**config.mk**
```make
export PLATFORM = sky130hd
export DESIGN_NAME = des_iter_ctrl_flat
export DESIGN_NICKNAME = d
export VERILOG_FILES = /design/src/rtl/des_pkg.sv /design/src/rtl/des_iter_ctrl_if.sv /design/src/rtl/des_key_sched.sv /design/src/rtl/des_iter_ctrl.sv /design/src/flat_wrapper.sv
export SDC_FILE = /design/constraint.sdc
export NUM_CORES = 1
export LEC_CHECK = 0
export ABC_CLOCK_PERIOD_IN_PS = 2720
export CORE_MARGIN = 2
export CORE_UTILIZATION = 30
export CTS_CLUSTER_DIAMETER = 60
export DETAILED_ROUTE_END_ITERATION = 8
export GPL_ROUTABILITY_DRIVEN = 0
export HOLD_SLACK_MARGIN = 0.06
export PLACE_DENSITY = 0.62
export SLEW_MARGIN = 20
export SYNTH_ARGS = -nofsm -noshare
export SYNTH_HDL_FRONTEND = slang
export SYNTH_SLANG_ARGS = --single-unit
```
**constraint.sdc**
```tcl
create_clock -name clk -period 2.72 [get_ports clk]
set_input_delay 0.408 -clock clk [delete_from_list [all_inputs] [get_ports clk]]
set_output_delay 0.408 -clock clk [all_outputs]
set_load 0.02 [all_outputs]
```
**src/rtl/des_pkg.sv**
```systemverilog
// Shared DES tables, key-schedule shift amounts and controller state type.
package des_pkg;

  localparam int unsigned NROUNDS_DEF = 16;

  typedef enum logic [1:0] {IDLE, RUN, DONE} state_t;

  // Left-rotate amount per round, rounds 1..16 at indices 0..15.
  localparam logic [1:0] SHIFT [0:15] = '{
    2'd1, 2'd1, 2'd2, 2'd2, 2'd2, 2'd2, 2'd2, 2'd2,
    2'd1, 2'd2, 2'd2, 2'd2, 2'd2, 2'd2, 2'd2, 2'd1
  };

  // Entries are 1-based source bit numbers, DES bit 1 being the MSB.
  localparam byte unsigned IP_T [0:63] = '{
    58, 50, 42, 34, 26, 18, 10, 2,  60, 52, 44, 36, 28, 20, 12, 4,
    62, 54, 46, 38, 30, 22, 14, 6,  64, 56, 48, 40, 32, 24, 16, 8,
    57, 49, 41, 33, 25, 17, 9,  1,  59, 51, 43, 35, 27, 19, 11, 3,
    61, 53, 45, 37, 29, 21, 13, 5,  63, 55, 47, 39, 31, 23, 15, 7
  };

  localparam byte unsigned FP_T [0:63] = '{
    40, 8, 48, 16, 56, 24, 64, 32,  39, 7, 47, 15, 55, 23, 63, 31,
    38, 6, 46, 14, 54, 22, 62, 30,  37, 5, 45, 13, 53, 21, 61, 29,
    36, 4, 44, 12, 52, 20, 60, 28,  35, 3, 43, 11, 51, 19, 59, 27,
    34, 2, 42, 10, 50, 18, 58, 26,  33, 1, 41, 9,  49, 17, 57, 25
  };

  localparam byte unsigned PC1_T [0:55] = '{
    57, 49, 41, 33, 25, 17, 9,   1, 58, 50, 42, 34, 26, 18,
    10, 2,  59, 51, 43, 35, 27,  19, 11, 3, 60, 52, 44, 36,
    63, 55, 47, 39, 31, 23, 15,  7, 62, 54, 46, 38, 30, 22,
    14, 6,  61, 53, 45, 37, 29,  21, 13, 5, 28, 20, 12, 4
  };

  localparam byte unsigned PC2_T [0:47] = '{
    14, 17, 11, 24, 1,  5,   3,  28, 15, 6,  21, 10,
    23, 19, 12, 4,  26, 8,   16, 7,  27, 20, 13, 2,
    41, 52, 31, 37, 47, 55,  30, 40, 51, 45, 33, 48,
    44, 49, 39, 56, 34, 53,  46, 42, 50, 36, 29, 32
  };

  function automatic logic [63:0] ip_f(input logic [63:0] x);
    logic [63:0] y;
    y = '0;
    for (int unsigned i = 0; i < 64; i++) y[63-i] = x[64-IP_T[i]];
    return y;
  endfunction

  function automatic logic [63:0] fp_f(input logic [63:0] x);
    logic [63:0] y;
    y = '0;
    for (int unsigned i = 0; i < 64; i++) y[63-i] = x[64-FP_T[i]];
    return y;
  endfunction

  function automatic logic [55:0] pc1_f(input logic [63:0] x);
    logic [55:0] y;
    y = '0;
    for (int unsigned i = 0; i < 56; i++) y[55-i] = x[64-PC1_T[i]];
    return y;
  endfunction

  function automatic logic [47:0] pc2_f(input logic [55:0] x);
    logic [47:0] y;
    y = '0;
    for (int unsigned i = 0; i < 48; i++) y[47-i] = x[56-PC2_T[i]];
    return y;
  endfunction

  function automatic logic [27:0] rotl28(input logic [27:0] x, input logic [1:0] n);
    case (n)
      2'd1:    return {x[26:0], x[27]};
      2'd2:    return {x[25:0], x[27:26]};
      default: return x;
    endcase
  endfunction

  function automatic logic [27:0] rotr28(input logic [27:0] x, input logic [1:0] n);
    case (n)
      2'd1:    return {x[0], x[27:1]};
      2'd2:    return {x[1:0], x[27:2]};
      default: return x;
    endcase
  endfunction

endpackage

```
**src/rtl/des_iter_ctrl_if.sv**
```systemverilog
// Block/result handshake and external f-function link for des_iter_ctrl.
// in_decrypt exists only when DES_DECRYPT_EN is defined.
interface des_iter_ctrl_if;
  logic        in_valid;
  logic        in_ready;
  logic [63:0] in_data;
  logic [63:0] in_key;
`ifdef DES_DECRYPT_EN
  logic        in_decrypt;
`endif
  logic        out_valid;
  logic        out_ready;
  logic [63:0] out_data;
  logic [31:0] f_r;
  logic [47:0] f_key;
  logic [31:0] f_result;
  logic        busy;

  modport master (
    output in_valid,
`ifdef DES_DECRYPT_EN
    output in_decrypt,
`endif
    output in_data, in_key, out_ready, f_result,
    input  in_ready, out_valid, out_data, f_r, f_key, busy
  );

  modport slave (
    input  in_valid,
`ifdef DES_DECRYPT_EN
    input  in_decrypt,
`endif
    input  in_data, in_key, out_ready, f_result,
    output in_ready, out_valid, out_data, f_r, f_key, busy
  );
endinterface

```
**src/rtl/des_key_sched.sv**
```systemverilog
// C/D key-schedule registers with per-round rotation and PC-2 subkey output.
module des_key_sched
  import des_pkg::*;
(
  input  logic        clk,
  input  logic        rst_n,
  input  logic        load,
  input  logic        step,
  input  logic        load_mode,
  input  logic [63:0] key,
  input  logic [3:0]  round,
  output logic [47:0] subkey
);

  logic [27:0] c, d;
  logic        mode;
  logic [55:0] pc1;
  logic [3:0]  idx;
  logic [1:0]  amt;

  // Encrypt preloads the round-1 rotation and rotates ahead for the next round;
  // decrypt starts at K16 (PC-1 itself) and walks the schedule backwards.
  always_comb begin
    pc1 = pc1_f(key);
    idx = '0;
    amt = '0;
    if (mode) begin
      idx = 4'd15 - round;
      amt = SHIFT[idx];
    end else if (round != 4'd15) begin
      idx = round + 4'd1;
      amt = SHIFT[idx];
    end
  end

  always_ff @(posedge clk or negedge rst_n) begin
    if (!rst_n) begin
      c    <= '0;
      d    <= '0;
      mode <= 1'b0;
    end else if (load) begin
      mode <= load_mode;
      if (load_mode) begin
        c <= pc1[55:28];
        d <= pc1[27:0];
      end else begin
        c <= rotl28(pc1[55:28], SHIFT[0]);
        d <= rotl28(pc1[27:0], SHIFT[0]);
      end
    end else if (step) begin
      if (mode) begin
        c <= rotr28(c, amt);
        d <= rotr28(d, amt);
      end else begin
        c <= rotl28(c, amt);
        d <= rotl28(d, amt);
      end
    end
  end

  assign subkey = pc2_f({c, d});

endmodule

```
**src/rtl/des_iter_ctrl.sv**
```systemverilog
// Iterative one-round-per-clock DES sequencer with an external f-function.
// Define DES_DECRYPT_EN to add the in_decrypt mode input.
module des_iter_ctrl
  import des_pkg::*;
#(
  parameter int unsigned NROUNDS = NROUNDS_DEF
) (
  input  logic           clk,
  input  logic           rst_n,
  des_iter_ctrl_if.slave bus
);

  localparam logic [3:0] LAST_ROUND = 4'(NROUNDS - 1);

  state_t      state;
  logic [3:0]  round;
  logic [31:0] l, r;
  logic [31:0] r_next;
  logic        load, step, load_mode;

  assign load   = (state == IDLE) && bus.in_valid;
  assign step   = (state == RUN);
  assign r_next = l ^ bus.f_result;
  assign bus.f_r = r;

`ifdef DES_DECRYPT_EN
  assign load_mode = bus.in_decrypt;
`else
  assign load_mode = 1'b0;
`endif

  des_key_sched u_key_sched (
    .clk       (clk),
    .rst_n     (rst_n),
    .load      (load),
    .step      (step),
    .load_mode (load_mode),
    .key       (bus.in_key),
    .round     (round),
    .subkey    (bus.f_key)
  );

  always_ff @(posedge clk or negedge rst_n) begin
    if (!rst_n) begin
      state         <= IDLE;
      round         <= '0;
      l             <= '0;
      r             <= '0;
      bus.in_ready  <= 1'b1;
      bus.out_valid <= 1'b0;
      bus.out_data  <= '0;
      bus.busy      <= 1'b0;
    end else begin
      case (state)
        IDLE: begin
          if (bus.in_valid) begin
            {l, r}       <= ip_f(bus.in_data);
            round        <= '0;
            state        <= RUN;
            bus.in_ready <= 1'b0;
            bus.busy     <= 1'b1;
          end
        end
        RUN: begin
          l     <= r;
          r     <= r_next;
          round <= round + 4'd1;
          if (round == LAST_ROUND) begin
            // Output swap folded in: FP is applied to {R16, L16}.
            state         <= DONE;
            bus.out_valid <= 1'b1;
            bus.out_data  <= fp_f({r_next, r});
          end
        end
        DONE: begin
          if (bus.out_ready) begin
            state         <= IDLE;
            bus.out_valid <= 1'b0;
            bus.in_ready  <= 1'b1;
            bus.busy      <= 1'b0;
          end
        end
        default: state <= IDLE;
      endcase
    end
  end

endmodule

```
**src/flat_wrapper.sv**
```systemverilog
// flat-port wrapper written by rule: the top's interface ports become plain ports
module des_iter_ctrl_flat import des_pkg::*;
#(
  parameter int unsigned NROUNDS = NROUNDS_DEF
)
  (clk, rst_n, bus_in_valid, bus_in_data, bus_in_key, bus_out_ready, bus_f_result, bus_in_ready, bus_out_valid, bus_out_data, bus_f_r, bus_f_key, bus_busy);
  des_iter_ctrl_if bus_i ();
  input  logic clk;
  input  logic rst_n;
  input wire logic [$bits(bus_i.in_valid)-1:0] bus_in_valid;
  input wire logic [$bits(bus_i.in_data)-1:0] bus_in_data;
  input wire logic [$bits(bus_i.in_key)-1:0] bus_in_key;
  input wire logic [$bits(bus_i.out_ready)-1:0] bus_out_ready;
  input wire logic [$bits(bus_i.f_result)-1:0] bus_f_result;
  output wire logic [$bits(bus_i.in_ready)-1:0] bus_in_ready;
  output wire logic [$bits(bus_i.out_valid)-1:0] bus_out_valid;
  output wire logic [$bits(bus_i.out_data)-1:0] bus_out_data;
  output wire logic [$bits(bus_i.f_r)-1:0] bus_f_r;
  output wire logic [$bits(bus_i.f_key)-1:0] bus_f_key;
  output wire logic [$bits(bus_i.busy)-1:0] bus_busy;
  assign bus_i.in_valid = bus_in_valid;
  assign bus_i.in_data = bus_in_data;
  assign bus_i.in_key = bus_in_key;
  assign bus_i.out_ready = bus_out_ready;
  assign bus_i.f_result = bus_f_result;
  assign bus_in_ready = bus_i.in_ready;
  assign bus_out_valid = bus_i.out_valid;
  assign bus_out_data = bus_i.out_data;
  assign bus_f_r = bus_i.f_r;
  assign bus_f_key = bus_i.f_key;
  assign bus_busy = bus_i.busy;
  des_iter_ctrl #(.NROUNDS(NROUNDS)) u_core (.clk(clk), .rst_n(rst_n), .bus(bus_i));
endmodule
```
==> reports/results.txt <==
Outcome -> finished, final reports clean
Standby leakage power -> 5.568 nW
Layout net count -> 1,217
Clock tree root buffer cell -> sky130_fd_sc_hd__clkbuf_16
Setup Viol. Count Final -> 0
Antenna Cells -> 0
Period Utilization, post-route -> 97.58%
Die outline height -> 183.9 µm
Family with the most delay on the worst path -> multiplexers
Synth Cell Area -> 9712 µm²
DIE WIDTH -> 183.9 µm
Internal power component -> 0.01349 W
Synthesized flop and latch total -> 193
Fraction of layout cells with a size suffix above 1 -> 26.25%
Upper clock frequency limit -> 0.3767 GHz
Total number of placement rows -> 65
Number of clock buffers inserted by TritonCTS -> 17
Max Transition Viols Final -> 0
Global-route congestion overflow total -> 0
Post-Route WL -> 28.04 mm
Total core area -> 31,720 µm²
Post-DP HPWL -> 18.57 mm
Post-layout minimum cycle time -> 2654 ps
Fraction of power consumed by sequential logic -> 25.8%
Port bufs -> 302
Cells after synthesis -> 805
Peak VDD IR -> 0.8326 mV
CP startpoint kind -> register
Clock buffer depth -> 2
Largest stage delay, worst path -> 410 ps
Ys flop type -> sky130_fd_sc_hd__dfrtp_1
Top cell type's share of synthesized area -> 49.47%
Critical Path RT -> 3050 ps
Boundary Pins -> 311
Total net switching power -> 0.008275 W
Worst min path class -> register to register
Wire length of the first global-routing pass -> 42.58 mm
Setup TNS after final layout -> 0 ps
Core occupancy in the finished layout -> 43.04%
Initial antenna violation count -> 0
Gr usage total -> 16.29%
Total number of vias -> 7,122
Starting density of the core -> 30.62%
Pin count of the biggest net entering global routing -> 80
Worst setup slack before clock tree synthesis -> 5.564 ps
CP max FO -> 17
Antenna viol nets, final -> 0
Number of maximum-capacitance violations -> 0
Class of the most critical setup path -> register to register
Number of synthesized flops with an enable pin -> 0
Power Density -> 1594 nW/µm²
Die Area -> 33,830 µm²
Smallest setup slack after layout -> 65.69 ps
Master of the slowest instance on the critical path -> sky130_fd_sc_hd__dfrtp_1
Actual slew at the worst max-slew pin -> 712.6 ps
Area growth syn-to-layout -> 40.57%
Overall power consumption -> 0.02177 W
Leading post-synthesis cells by cell area -> sky130_fd_sc_hd__dfrtp_1 49%, sky130_fd_sc_hd__mux2_2 23%, sky130_fd_sc_hd__buf_4 4.8%
Synthesized Nets -> 972
Proportion of synthesized chip area in sequential cells -> 49.74%
Syn avg cell area -> 12.06 µm²
Hold WS -> 499.4 ps
Depth of the CTS H-tree -> 4
Critical Path Sink Type -> register
Total of warnings raised by yosys -> 0
Starting DRC count in detailed routing -> 371
TritonCTS clock tree -> yes
DRC errors left -> 0
Remaining max-slew budget at the tightest pin -> 52.49%
Clock-pin slew reported for the worst setup and hold paths after clock tree synthesis -> 80 ps
Crit-path most repeated cell -> sky130_fd_sc_hd__mux2_2
Average detailed-routed wire length per instance -> 19.14 µm
Hold violation count in the final report -> 0
Leading area contributor after synthesis -> sky130_fd_sc_hd__dfrtp_1
Combined buffer and inverter count along the critical path -> 2
Iteration count of the initial detailed-routing pass -> 5
Clock network fraction of design power -> 11.6%
Worst-case clock skew -> 12.70 ps
Fraction of power spent switching nets -> 38.02%
Unique cell type count in the Yosys netlist -> 36
List of cells traversed by the critical path -> buf_4, xor2_1, a22o_1, a2bb2oi_2, ha_4, clkbuf_16, mux2_2, mux2_2, mux2_2
CTS Sinks -> 193
Share of synthesized registers carrying an async set or reset -> 100.0%
Logic gate share of total power -> 62.5%
Reg-to-reg slack, setup -> 70 ps
Via count of the first global-routing pass -> 7,314
Critical Path AT -> 2990 ps
Vias per inst -> 4.861
Skew-Pair Late Insertion Delay -> 450 ps
layer usage:
layer | vias up | routed length [µm] | global-route usage (%)
li1 | 3343 | - | -
met1 | 3543 | 12550 | 21.22
met2 | 223 | 12960 | 25.49
met3 | 13 | 2272 | 6.319
met4 | 0 | 257 | 3.776
met5 | - | 0 | 0
cell families (layout without fill, tap and decap cells):
group	count (synthesis)	count (layout)	share of synthesized area (%)
AO/OA/AOI/OAI	146	146	11.00
XOR/XNOR	34	34	3.066
adder cells (fa/ha/maj)	3	3	0.3865
buffers and inverters	112	370	7.446
flip-flops	193	193	49.74
multiplexers	201	201	23.31
AND/OR/NAND/NOR	116	116	5.050
final timing paths:
kind                       cells after the start                  endpoint             from
min in group asynchronous                      2   u_core.u_key_sched.c[9]            rst_n
hold / removal                                 2              u_core.l[23]     u_core.l[23]
max in group asynchronous                      3        u_core.bus.f_r[11]            rst_n
setup / recovery                               9  u_core.u_key_sched.c[23]  u_core.round[0]
setup reg to reg                               9  u_core.u_key_sched.c[23]  u_core.round[0]
hold reg to reg                                2              u_core.l[23]     u_core.l[23]
cell usage after synthesis, types with 2 or more instances:
master / number
sky130_fd_sc_hd__nor2_1: 32
sky130_fd_sc_hd__nand2b_1: 4
sky130_fd_sc_hd__ha_1: 3
sky130_fd_sc_hd__xor2_1: 2
sky130_fd_sc_hd__buf_4: 62
sky130_fd_sc_hd__nand2_1: 71
sky130_fd_sc_hd__xnor2_1: 32
sky130_fd_sc_hd__a22oi_1: 33
sky130_fd_sc_hd__buf_1: 2
sky130_fd_sc_hd__o21ai_0: 38
sky130_fd_sc_hd__a21oi_1: 5
sky130_fd_sc_hd__buf_6: 6
sky130_fd_sc_hd__inv_1: 4
sky130_fd_sc_hd__mux2_2: 200
sky130_fd_sc_hd__clkbuf_1: 20
sky130_fd_sc_hd__o31ai_1: 32
sky130_fd_sc_hd__a221o_1: 31
sky130_fd_sc_hd__nand3_1: 2
sky130_fd_sc_hd__dfrtp_1: 192
sky130_fd_sc_hd__buf_2: 17
sky130_fd_sc_hd__a21o_1: 2
worst reg2reg max path, stage by stage (launching register included):
cell and delay, ps:
sky130_fd_sc_hd__dfrtp_1 410, sky130_fd_sc_hd__buf_4 170, sky130_fd_sc_hd__xor2_1 170, sky130_fd_sc_hd__a22o_1 260
sky130_fd_sc_hd__a2bb2oi_2 230, sky130_fd_sc_hd__ha_4 230, sky130_fd_sc_hd__clkbuf_16 210, sky130_fd_sc_hd__mux2_2 350
sky130_fd_sc_hd__mux2_2 260, sky130_fd_sc_hd__mux2_2 260
what timing repair did:
action | in CTS | in global routing
gates resized for setup | 0 | 6
hold endpoints to repair | 74 | 0
hold buffers | 1 | 0
pin swaps | 0 | 2
setup buffers | 0 | 1
gates cloned | 0 | 6
setup endpoints to repair | 32 | 56
per-stage QoR:
| stage | instance area (µm²) | std cells |
|---|---|---|
| after floorplan | 9712 | 805 |
| after global placement | 12880 | 1425 |
| after detailed placement | 12880 | 1425 |
| after CTS | 13470 | 1458 |
| after global routing | 13650 | 1465 |
| final | 13650 | 1465 |
cells in the final DEF, fill, tap and decap left out, types with 5 or more instances in the layout:
cell                                n
sky130_fd_sc_hd__clkdlybuf4s50_1  301
sky130_fd_sc_hd__mux2_2           200
sky130_fd_sc_hd__dfrtp_1          192
sky130_fd_sc_hd__nand2_1           71
sky130_fd_sc_hd__o21ai_0           38
sky130_fd_sc_hd__a22oi_1           33
sky130_fd_sc_hd__xnor2_1           32
sky130_fd_sc_hd__nor2_1            32
sky130_fd_sc_hd__o31ai_1           32
sky130_fd_sc_hd__a221o_1           31
sky130_fd_sc_hd__clkbuf_16         21
sky130_fd_sc_hd__buf_4             14
sky130_fd_sc_hd__buf_12            11
sky130_fd_sc_hd__inv_8              5
power by group through the flow:
| stage | clock (W) | sequential (W) | combinational [W] |
|---|---|---|---|
| floorplan | 0 | 0.00624 | 0.00832 |
| CTS | 0.00264 | 0.00563 | 0.0127 |
| finish | 0.00253 | 0.00563 | 0.0136 |
| global route | 0.00275 | 0.00587 | 0.0147 |
| global placement | 0 | 0.00561 | 0.0125 |
| detailed placement | 0 | 0.00566 | 0.0127 |
state kept, by name, summed over array words and instances, names as in the netlist:
name / count
u_core.bus.out_data: 64
u_core.bus.f_r: 32
u_core.l: 32
u_core.u_key_sched.c: 28
u_core.u_key_sched.d: 28
u_core.round: 4
u_core.state: 2
u_core.bus.busy: 1
u_core.bus.in_ready: 1
u_core.bus.out_valid: 1
cell type report:
type | count | area (µm²)
clock buffer | 18 | 439.2
clock inverter | 14 | 137.6
fill | 3022 | 18070
inverter | 4 | 15.01
multi-input combinational | 500 | 4242
sequential | 193 | 4831
tap | 402 | 503.0
timing repair buffer | 334 | 3485
Note: power is estimated with default switching activity, not from simulation.
